File: src/rtl/rv32i_types.sv
// Shared RV32I MEM-stage types: load/store size codes, stage FSM states,
// and the misalignment predicate used by the optional trap path.
package rv32i_types;

    typedef enum logic [2:0] {
        LB  = 3'b000,
        LH  = 3'b001,
        LW  = 3'b010,
        LBU = 3'b100,
        LHU = 3'b101
    } load_f3_t;

    typedef enum logic [2:0] {
        SB = 3'b000,
        SH = 3'b001,
        SW = 3'b010
    } store_f3_t;

    typedef enum logic {
        IDLE = 1'b0,
        WAIT = 1'b1
    } mem_state_t;

    // funct3[1:0] encodes the access size for both loads and stores
    function automatic logic f3_misaligned(input logic [2:0] f3, input logic [1:0] off);
        case (f3[1:0])
            2'b01:   f3_misaligned = off[0];
            2'b10:   f3_misaligned = (off != 2'b00);
            default: f3_misaligned = 1'b0;
        endcase
    endfunction

endpackage

File: src/rtl/mem_align.sv
// Byte-lane alignment for the MEM stage. Store side builds byte enables and
// lane-replicated write data; load side extracts and extends the addressed
// byte/half/word. Offset bits below the access size are ignored.
module mem_align
    import rv32i_types::*;
#(
    parameter  int XLEN   = 32,
    localparam int MASK_W = XLEN / 8,
    localparam int OFF_W  = $clog2(MASK_W)
) (
    input  logic [2:0]        st_funct3,
    input  logic [OFF_W-1:0]  st_off,
    input  logic [XLEN-1:0]   st_rs2,
    output logic [MASK_W-1:0] st_wmask,
    output logic [XLEN-1:0]   st_wdata,
    input  logic [2:0]        ld_funct3,
    input  logic [OFF_W-1:0]  ld_off,
    input  logic [XLEN-1:0]   ld_rdata,
    output logic [XLEN-1:0]   ld_data
);

    logic [OFF_W-1:0] ld_off_h, ld_off_w;
    logic [7:0]       lb;
    logic [15:0]      lh;
    logic [31:0]      lw;

    assign ld_off_h = ld_off & ~OFF_W'(1);
    assign ld_off_w = ld_off & ~OFF_W'(3);
    assign lb = 8'(ld_rdata >> {ld_off, 3'b000});
    assign lh = 16'(ld_rdata >> {ld_off_h, 3'b000});
    assign lw = 32'(ld_rdata >> {ld_off_w, 3'b000});

    // store mask and replicated data; unknown size codes write the full word
    always_comb begin
        st_wmask = '1;
        st_wdata = st_rs2;
        case (st_funct3)
            SB: begin
                st_wmask = MASK_W'(1) << st_off;
                st_wdata = {MASK_W{st_rs2[7:0]}};
            end
            SH: begin
                st_wmask = MASK_W'(3) << (st_off & ~OFF_W'(1));
                st_wdata = {(MASK_W/2){st_rs2[15:0]}};
            end
            SW: begin
                st_wmask = MASK_W'(15) << (st_off & ~OFF_W'(3));
                st_wdata = {(MASK_W/4){st_rs2[31:0]}};
            end
            default: ;
        endcase
    end

    // load extract and sign/zero extension; unknown codes pass the full word
    always_comb begin
        ld_data = ld_rdata;
        case (ld_funct3)
            LB:      ld_data = XLEN'($signed(lb));
            LH:      ld_data = XLEN'($signed(lh));
            LW:      ld_data = XLEN'($signed(lw));
            LBU:     ld_data = XLEN'(lb);
            LHU:     ld_data = XLEN'(lh);
            default: ;
        endcase
    end

endmodule

File: src/rtl/mem_stage_dcache.sv
// RV32I MEM stage: registers the EX payload, runs a one-outstanding dcache
// req/resp handshake, and drives a valid/ready register into WB.
// Optional MEM_MISALIGN_TRAP_EN: adds out_trap; misaligned half/word accesses
// complete in one cycle with no dcache request instead of being truncated.
module mem_stage_dcache
    import rv32i_types::*;
#(
    parameter  int XLEN   = 32,
    parameter  int ADDR_W = 32,
    localparam int MASK_W = XLEN / 8
) (
    input  logic              clk,
    input  logic              rst_n,
    input  logic              in_valid,
    output logic              in_ready,
    input  logic [ADDR_W-1:0] in_pc,
    input  logic [XLEN-1:0]   in_alu,
    input  logic [XLEN-1:0]   in_rs2,
    input  logic [4:0]        in_rd,
    input  logic [2:0]        in_funct3,
    input  logic              in_mem_read,
    input  logic              in_mem_write,
    input  logic              in_regwrite,
    output logic              dmem_read,
    output logic              dmem_write,
    output logic [ADDR_W-1:0] dmem_addr,
    output logic [MASK_W-1:0] dmem_wmask,
    output logic [XLEN-1:0]   dmem_wdata,
    input  logic              dmem_resp,
    input  logic [XLEN-1:0]   dmem_rdata,
    output logic              out_valid,
    input  logic              out_ready,
    output logic [ADDR_W-1:0] out_pc,
    output logic [XLEN-1:0]   out_result,
    output logic [4:0]        out_rd,
    output logic              out_regwrite
`ifdef MEM_MISALIGN_TRAP_EN
   ,output logic              out_trap
`endif
);

    localparam int OFF_W = $clog2(MASK_W);

    // payload parked while the dcache request is in flight
    typedef struct packed {
        logic [ADDR_W-1:0] pc;
        logic [XLEN-1:0]   alu;
        logic [4:0]        rd;
        logic [2:0]        funct3;
        logic              regwrite;
        logic              is_load;
    } pend_t;

    mem_state_t        state, state_nxt;
    pend_t             pend;
    logic              accept, is_mem, mis, issue, resp_done;
    logic [MASK_W-1:0] st_wmask;
    logic [XLEN-1:0]   st_wdata, ld_data;

    assign is_mem = in_mem_read | in_mem_write;
`ifdef MEM_MISALIGN_TRAP_EN
    assign mis = is_mem && f3_misaligned(in_funct3, in_alu[1:0]);
`else
    assign mis = 1'b0;
`endif
    assign issue     = accept && is_mem && !mis;
    assign resp_done = (state == WAIT) && dmem_resp;

    mem_align #(.XLEN(XLEN)) u_align (
        .st_funct3 (in_funct3),
        .st_off    (in_alu[OFF_W-1:0]),
        .st_rs2    (in_rs2),
        .st_wmask  (st_wmask),
        .st_wdata  (st_wdata),
        .ld_funct3 (pend.funct3),
        .ld_off    (pend.alu[OFF_W-1:0]),
        .ld_rdata  (dmem_rdata),
        .ld_data   (ld_data)
    );

    // FSM state register
    always_ff @(posedge clk or negedge rst_n) begin
        if (!rst_n) state <= IDLE;
        else        state <= state_nxt;
    end

    // FSM next state: leave IDLE only when a request is issued
    always_comb begin
        state_nxt = state;
        case (state)
            IDLE:    if (issue)     state_nxt = WAIT;
            WAIT:    if (dmem_resp) state_nxt = IDLE;
            default: state_nxt = IDLE;
        endcase
    end

    // FSM outputs: accept only when idle and the WB slot is free or draining
    always_comb begin
        in_ready = (state == IDLE) && (!out_valid || out_ready);
        accept   = in_valid && in_ready;
    end

    // dcache request register, held stable until the response pulse
    always_ff @(posedge clk or negedge rst_n) begin
        if (!rst_n) begin
            dmem_read  <= 1'b0;
            dmem_write <= 1'b0;
            dmem_addr  <= '0;
            dmem_wmask <= '0;
            dmem_wdata <= '0;
            pend       <= '0;
        end else if (issue) begin
            dmem_read  <= in_mem_read;
            dmem_write <= in_mem_write && !in_mem_read;
            dmem_addr  <= ADDR_W'(in_alu) & ~ADDR_W'(MASK_W-1);
            dmem_wmask <= st_wmask;
            dmem_wdata <= st_wdata;
            pend       <= '{pc: in_pc, alu: in_alu, rd: in_rd, funct3: in_funct3,
                            regwrite: in_regwrite, is_load: in_mem_read};
        end else if (resp_done) begin
            dmem_read  <= 1'b0;
            dmem_write <= 1'b0;
        end
    end

    // WB output register; resp and accept are exclusive since accept needs IDLE
    always_ff @(posedge clk or negedge rst_n) begin
        if (!rst_n) begin
            out_valid    <= 1'b0;
            out_pc       <= '0;
            out_result   <= '0;
            out_rd       <= '0;
            out_regwrite <= 1'b0;
        end else if (resp_done) begin
            out_valid    <= 1'b1;
            out_pc       <= pend.pc;
            out_rd       <= pend.rd;
            out_result   <= pend.is_load ? ld_data : pend.alu;
            out_regwrite <= pend.is_load && pend.regwrite;
        end else if (accept) begin
            if (issue) begin
                out_valid <= 1'b0;
            end else begin
                out_valid    <= 1'b1;
                out_pc       <= in_pc;
                out_result   <= in_alu;
                out_rd       <= in_rd;
                out_regwrite <= in_regwrite && !mis;
            end
        end else if (out_ready) begin
            out_valid <= 1'b0;
        end
    end

`ifdef MEM_MISALIGN_TRAP_EN
    // trap flag follows the most recently accepted transfer
    always_ff @(posedge clk or negedge rst_n) begin
        if (!rst_n)      out_trap <= 1'b0;
        else if (accept) out_trap <= mis;
    end
`endif

endmodule

File: config.mk
export PLATFORM = sky130hd
export DESIGN_NAME = mem_stage_dcache
export DESIGN_NICKNAME = d
export VERILOG_FILES = /design/src/rtl/rv32i_types.sv /design/src/rtl/mem_align.sv /design/src/rtl/mem_stage_dcache.sv
export SDC_FILE = /design/constraint.sdc
export NUM_CORES = 1
export LEC_CHECK = 0
export CORE_UTILIZATION = 51
export CTS_CLUSTER_SIZE = 28
export DETAILED_ROUTE_END_ITERATION = 6
export GPL_TIMING_DRIVEN = 0
export PLACE_DENSITY_LB_ADDON = 0.3
export SYNTH_ARGS = -nofsm -noshare
export SYNTH_HDL_FRONTEND = slang
export SYNTH_SLANG_ARGS = --single-unit
File: constraint.sdc
create_clock -name clk -period 3.2 [get_ports clk]
set_input_delay 0.64 -clock clk [delete_from_list [all_inputs] [get_ports clk]]
set_output_delay 0.64 -clock clk [all_outputs]
set_load 0.05 [all_outputs]
==> summary.md <==
| Metric | Value |
|---|---|
| Number of flops mapped to enable cells by yosys | 0 |
| Status | completed |
| Synth cell types | 47 |
| Initial antenna violation count | 1 |
| Core area | 17,500 um2 |
| Final min period | 2.94 ns |
| Routed WL | 31,200 um |
| ANT nets after route | 0 |
| Final Hold Vio Count | 0 |
| Fin nets | 1,521 |
| Clock Root Buffer | clkbuf_16 |
| CTS H-Tree Depth | 4 |
| Layout cell share with drive strength beyond 1 | 7.70% |
| Vias post-DR | 9,373 |
| # port buffers | 283 |
| Chip height | 137 um |
| Die W | 137 um |
| CTS Buf Count | 17 |
| CP required | 2.56 ns |
| CTS tree | done |
| Clock Skews | 0.0121 ns |
| Slew margin rel. | 40.8% |
| Clock Latency Late Sink | 0.44 ns |
| DRT Pass-1 Iters | 6 |
| Syn avg cell area | 8.63 um2 |
| Avg WL per Cell | 19.3 um |
| Cell Area, Placed | 12,400 um2 |
| P&R area growth vs syn | 40.9% |
| Critical-path maximum fanout | 10 |
| Setup Viol. Count Final | 0 |
| Vias per Instance | 5.80 |
| RSZ-0062 raised after global routing | no |
| Starting Density | 52.8% |
| Worst Setup Start Kind | primary input |
| Measured slew at the worst slew-check pin | 0.884 ns |
| Largest net degree at the start of global routing | 99 |
| Max Fclk | 0.340 GHz |
| First-pass GRT wire length | 47,900 um |
| Die ar. | 18,700 um2 |
| RePlAce Congestion | 0.905 |
| Non-Filler Instances | 1,615 |
| DR DRC count | 0 |
| Fin crit share | 92.0% |
| Placed insts | 1,583 |
| Cell taking the most area after synthesis | dfrtp_1 |
| Max_cap viols | 0 |
| Std cell rows | 48 |
| Initial DRC Count | 957 |
| #FFs+latches synth | 184 |
| Boundary Pins | 286 |
| Vias in the first global route | 9,032 |
| Post-synth top area share | 49.7% |
| Clock buffer depth | 2 |
| Critical path endpoint category | output pin |
| Kind of critical path | primary input to output pin |
| Max VDD drop | 0.628 mV |
| CTS Hold Bufs | 0 |
| Synthesized cell area | 9260 um2 |
| Leakage | 5.90 nW |
| CP arrival | 2.30 ns |
| Register area share after synthesis | 49.7% |
| Register-to-register setup slack | 0.77 ns |
| Post-CTS Setup Inserts | 0 |
| Synth top area cells | dfrtp_1 (50%), nand2_1 (15%), mux2i_1 (5.1%) |
| Diode count | 0 |
| Cells after synthesis | 1,073 |
| Reg clk slew, reported paths | 0.07 ns |
| Post-synth top flop | dfrtp_1 |
| Hold Path Class | primary input to async pin |
| Synth Warn # | 0 |
| Final HPWL DP | 22,200 um |
| Max Slew Vio Count | 0 |
| CTS resizes | 1 |
| Clk sinks | 184 |
| Power per Cell Area | 965 nW/um2 |
| Design area | 13,100 um2 |
| Async SR Flop Fraction | 100% |
| Fin Hold WS | 0.212 ns |
| Overall routing resource usage | 34.0% |
| Gr ovfl total | 0 |
## metal layers
| layer | global-route usage, % | routed length (um) | up-vias |
|---|---|---|---|
| met2 | 54.4 | 14700 | 503 |
| met3 | 7.52 | 2640 | 95 |
| met1 | 44.1 | 12500 | 4549 |
| met4 | 15.6 | 1370 | 0 |
| li1 | - | - | 4226 |
| met5 | 0 | 0 | - |
## final timing paths
check | start | to | cells after the start
setup / recovery | out_ready | in_ready | 6
hold / removal | rst_n | pend[20] | 1
setup reg to reg | state | pend[26] | 6
hold reg to reg | pend[72] | pend[72] | 2
max in group asynchronous | rst_n | pend[5] | 2
min in group clk | pend[72] | pend[72] | 2
## registers in the layout, summed over array words and instances, names as in the netlist
name,flops
state,1
out_pc,32
dmem_write,1
dmem_wmask,4
dmem_wdata,32
out_rd,5
out_result,32
dmem_read,1
out_valid,1
out_regwrite,1
pend,74
## worst max-delay path, stage by stage
cell and delay [ns]:
clkdlybuf4s50_1 0.43, nor2b_1 0.17, buf_2 0.27, buf_2 0.27
nor2_1 0.08, dlygate4sd2_1 0.43
## cell families (layout without fill, tap and decap cells)
kind of cell	count (synthesis)	after routing	synth area share (%)
other cells	1	2	0.0405
buf+inv	125	441	6.89
flops	184	184	49.7
compound gates	194	194	14.3
mux	48	48	5.32
simple gates	521	521	23.8
## power by group
| part | internal, mW | leakage [nW] | switching, mW | total [mW] |
|---|---|---|---|---|
| combinational | 2.27 | 3.38 | 4.23 | 6.50 |
| clock | 1.34 | 0.310 | 0.994 | 2.33 |
| sequential | 3.19 | 2.21 | 0.574 | 3.76 |
| total | 6.80 | 5.90 | 5.80 | 12.6 |
## synth_stat cells, types with 2 or more instances
cell type	count
a211oi_1	2
a21o_1	2
a21oi_1	15
a22o_1	8
a31oi_1	58
a32oi_1	8
and2_1	16
buf_1	3
buf_2	30
buf_4	33
clkbuf_1	47
clkinv_1	2
dfrtp_1	184
inv_1	9
mux2i_1	47
nand2_1	370
nand2b_1	6
nand3_1	10
nand3b_1	8
nor2_1	59
nor2_2	3
nor2b_1	11
nor3_2	2
nor4_1	16
o21ai_0	51
o221ai_1	16
o22ai_1	7
o311a_1	16
or3_1	16
## cell type report
type	count	area (um2)
Tap cell	225	282
Timing Repair Buffer	284	2860
Multi-Input combinational cell	765	4020
Clock inverter	14	211
Sequential cell	184	4600
Buffer	114	597
Clock buffer	18	429
Inverter	11	41.3
Fill cell	1342	4490
## per-stage QoR
| stage | utilization (%) | setup TNS, ns | worst slack, ns | power (mW) |
|---|---|---|---|---|
| 3_5_place_dp | 70.8 | -0.0130 | -0.0130 | 10.2 |
| 5_1_grt | 74.4 | 0 | 0.176 | 13.1 |
| 3_3_place_gp | 70.6 | -1150.79 | -6.27 | 10.1 |
| 4_1_cts | 74.4 | 0 | 0.275 | 12.6 |
| 2_1_floorplan | - | 0 | 0.783 | 7.91 |
| 6_report | 74.4 | 0 | 0.257 | 12.6 |
## layout by cell type, fill, tap and decap left out, types with 3 or more instances in the layout
master             n
clkbuf_16         17
inv_6              5
o221ai_1          16
buf_1              3
a32oi_1            8
and2_1            16
bufinv_16          4
nor4_1            16
o22ai_1            7
nor2_2             3
o21ai_0           51
clkdlybuf4s50_1  281
nand3_1           10
or3_1             16
mux2i_1           47
clkbuf_1          48
buf_4             33
nand2b_1           6
nor2b_1           11
nand3b_1           8
dfrtp_1          184
nor2_1            59
a22o_1             8
o311a_1           16
a31oi_1           58
inv_1              9
nand2_1          370
buf_2             30
a21oi_1           15
No activity file was read; power rests on OpenSTA's default activity.
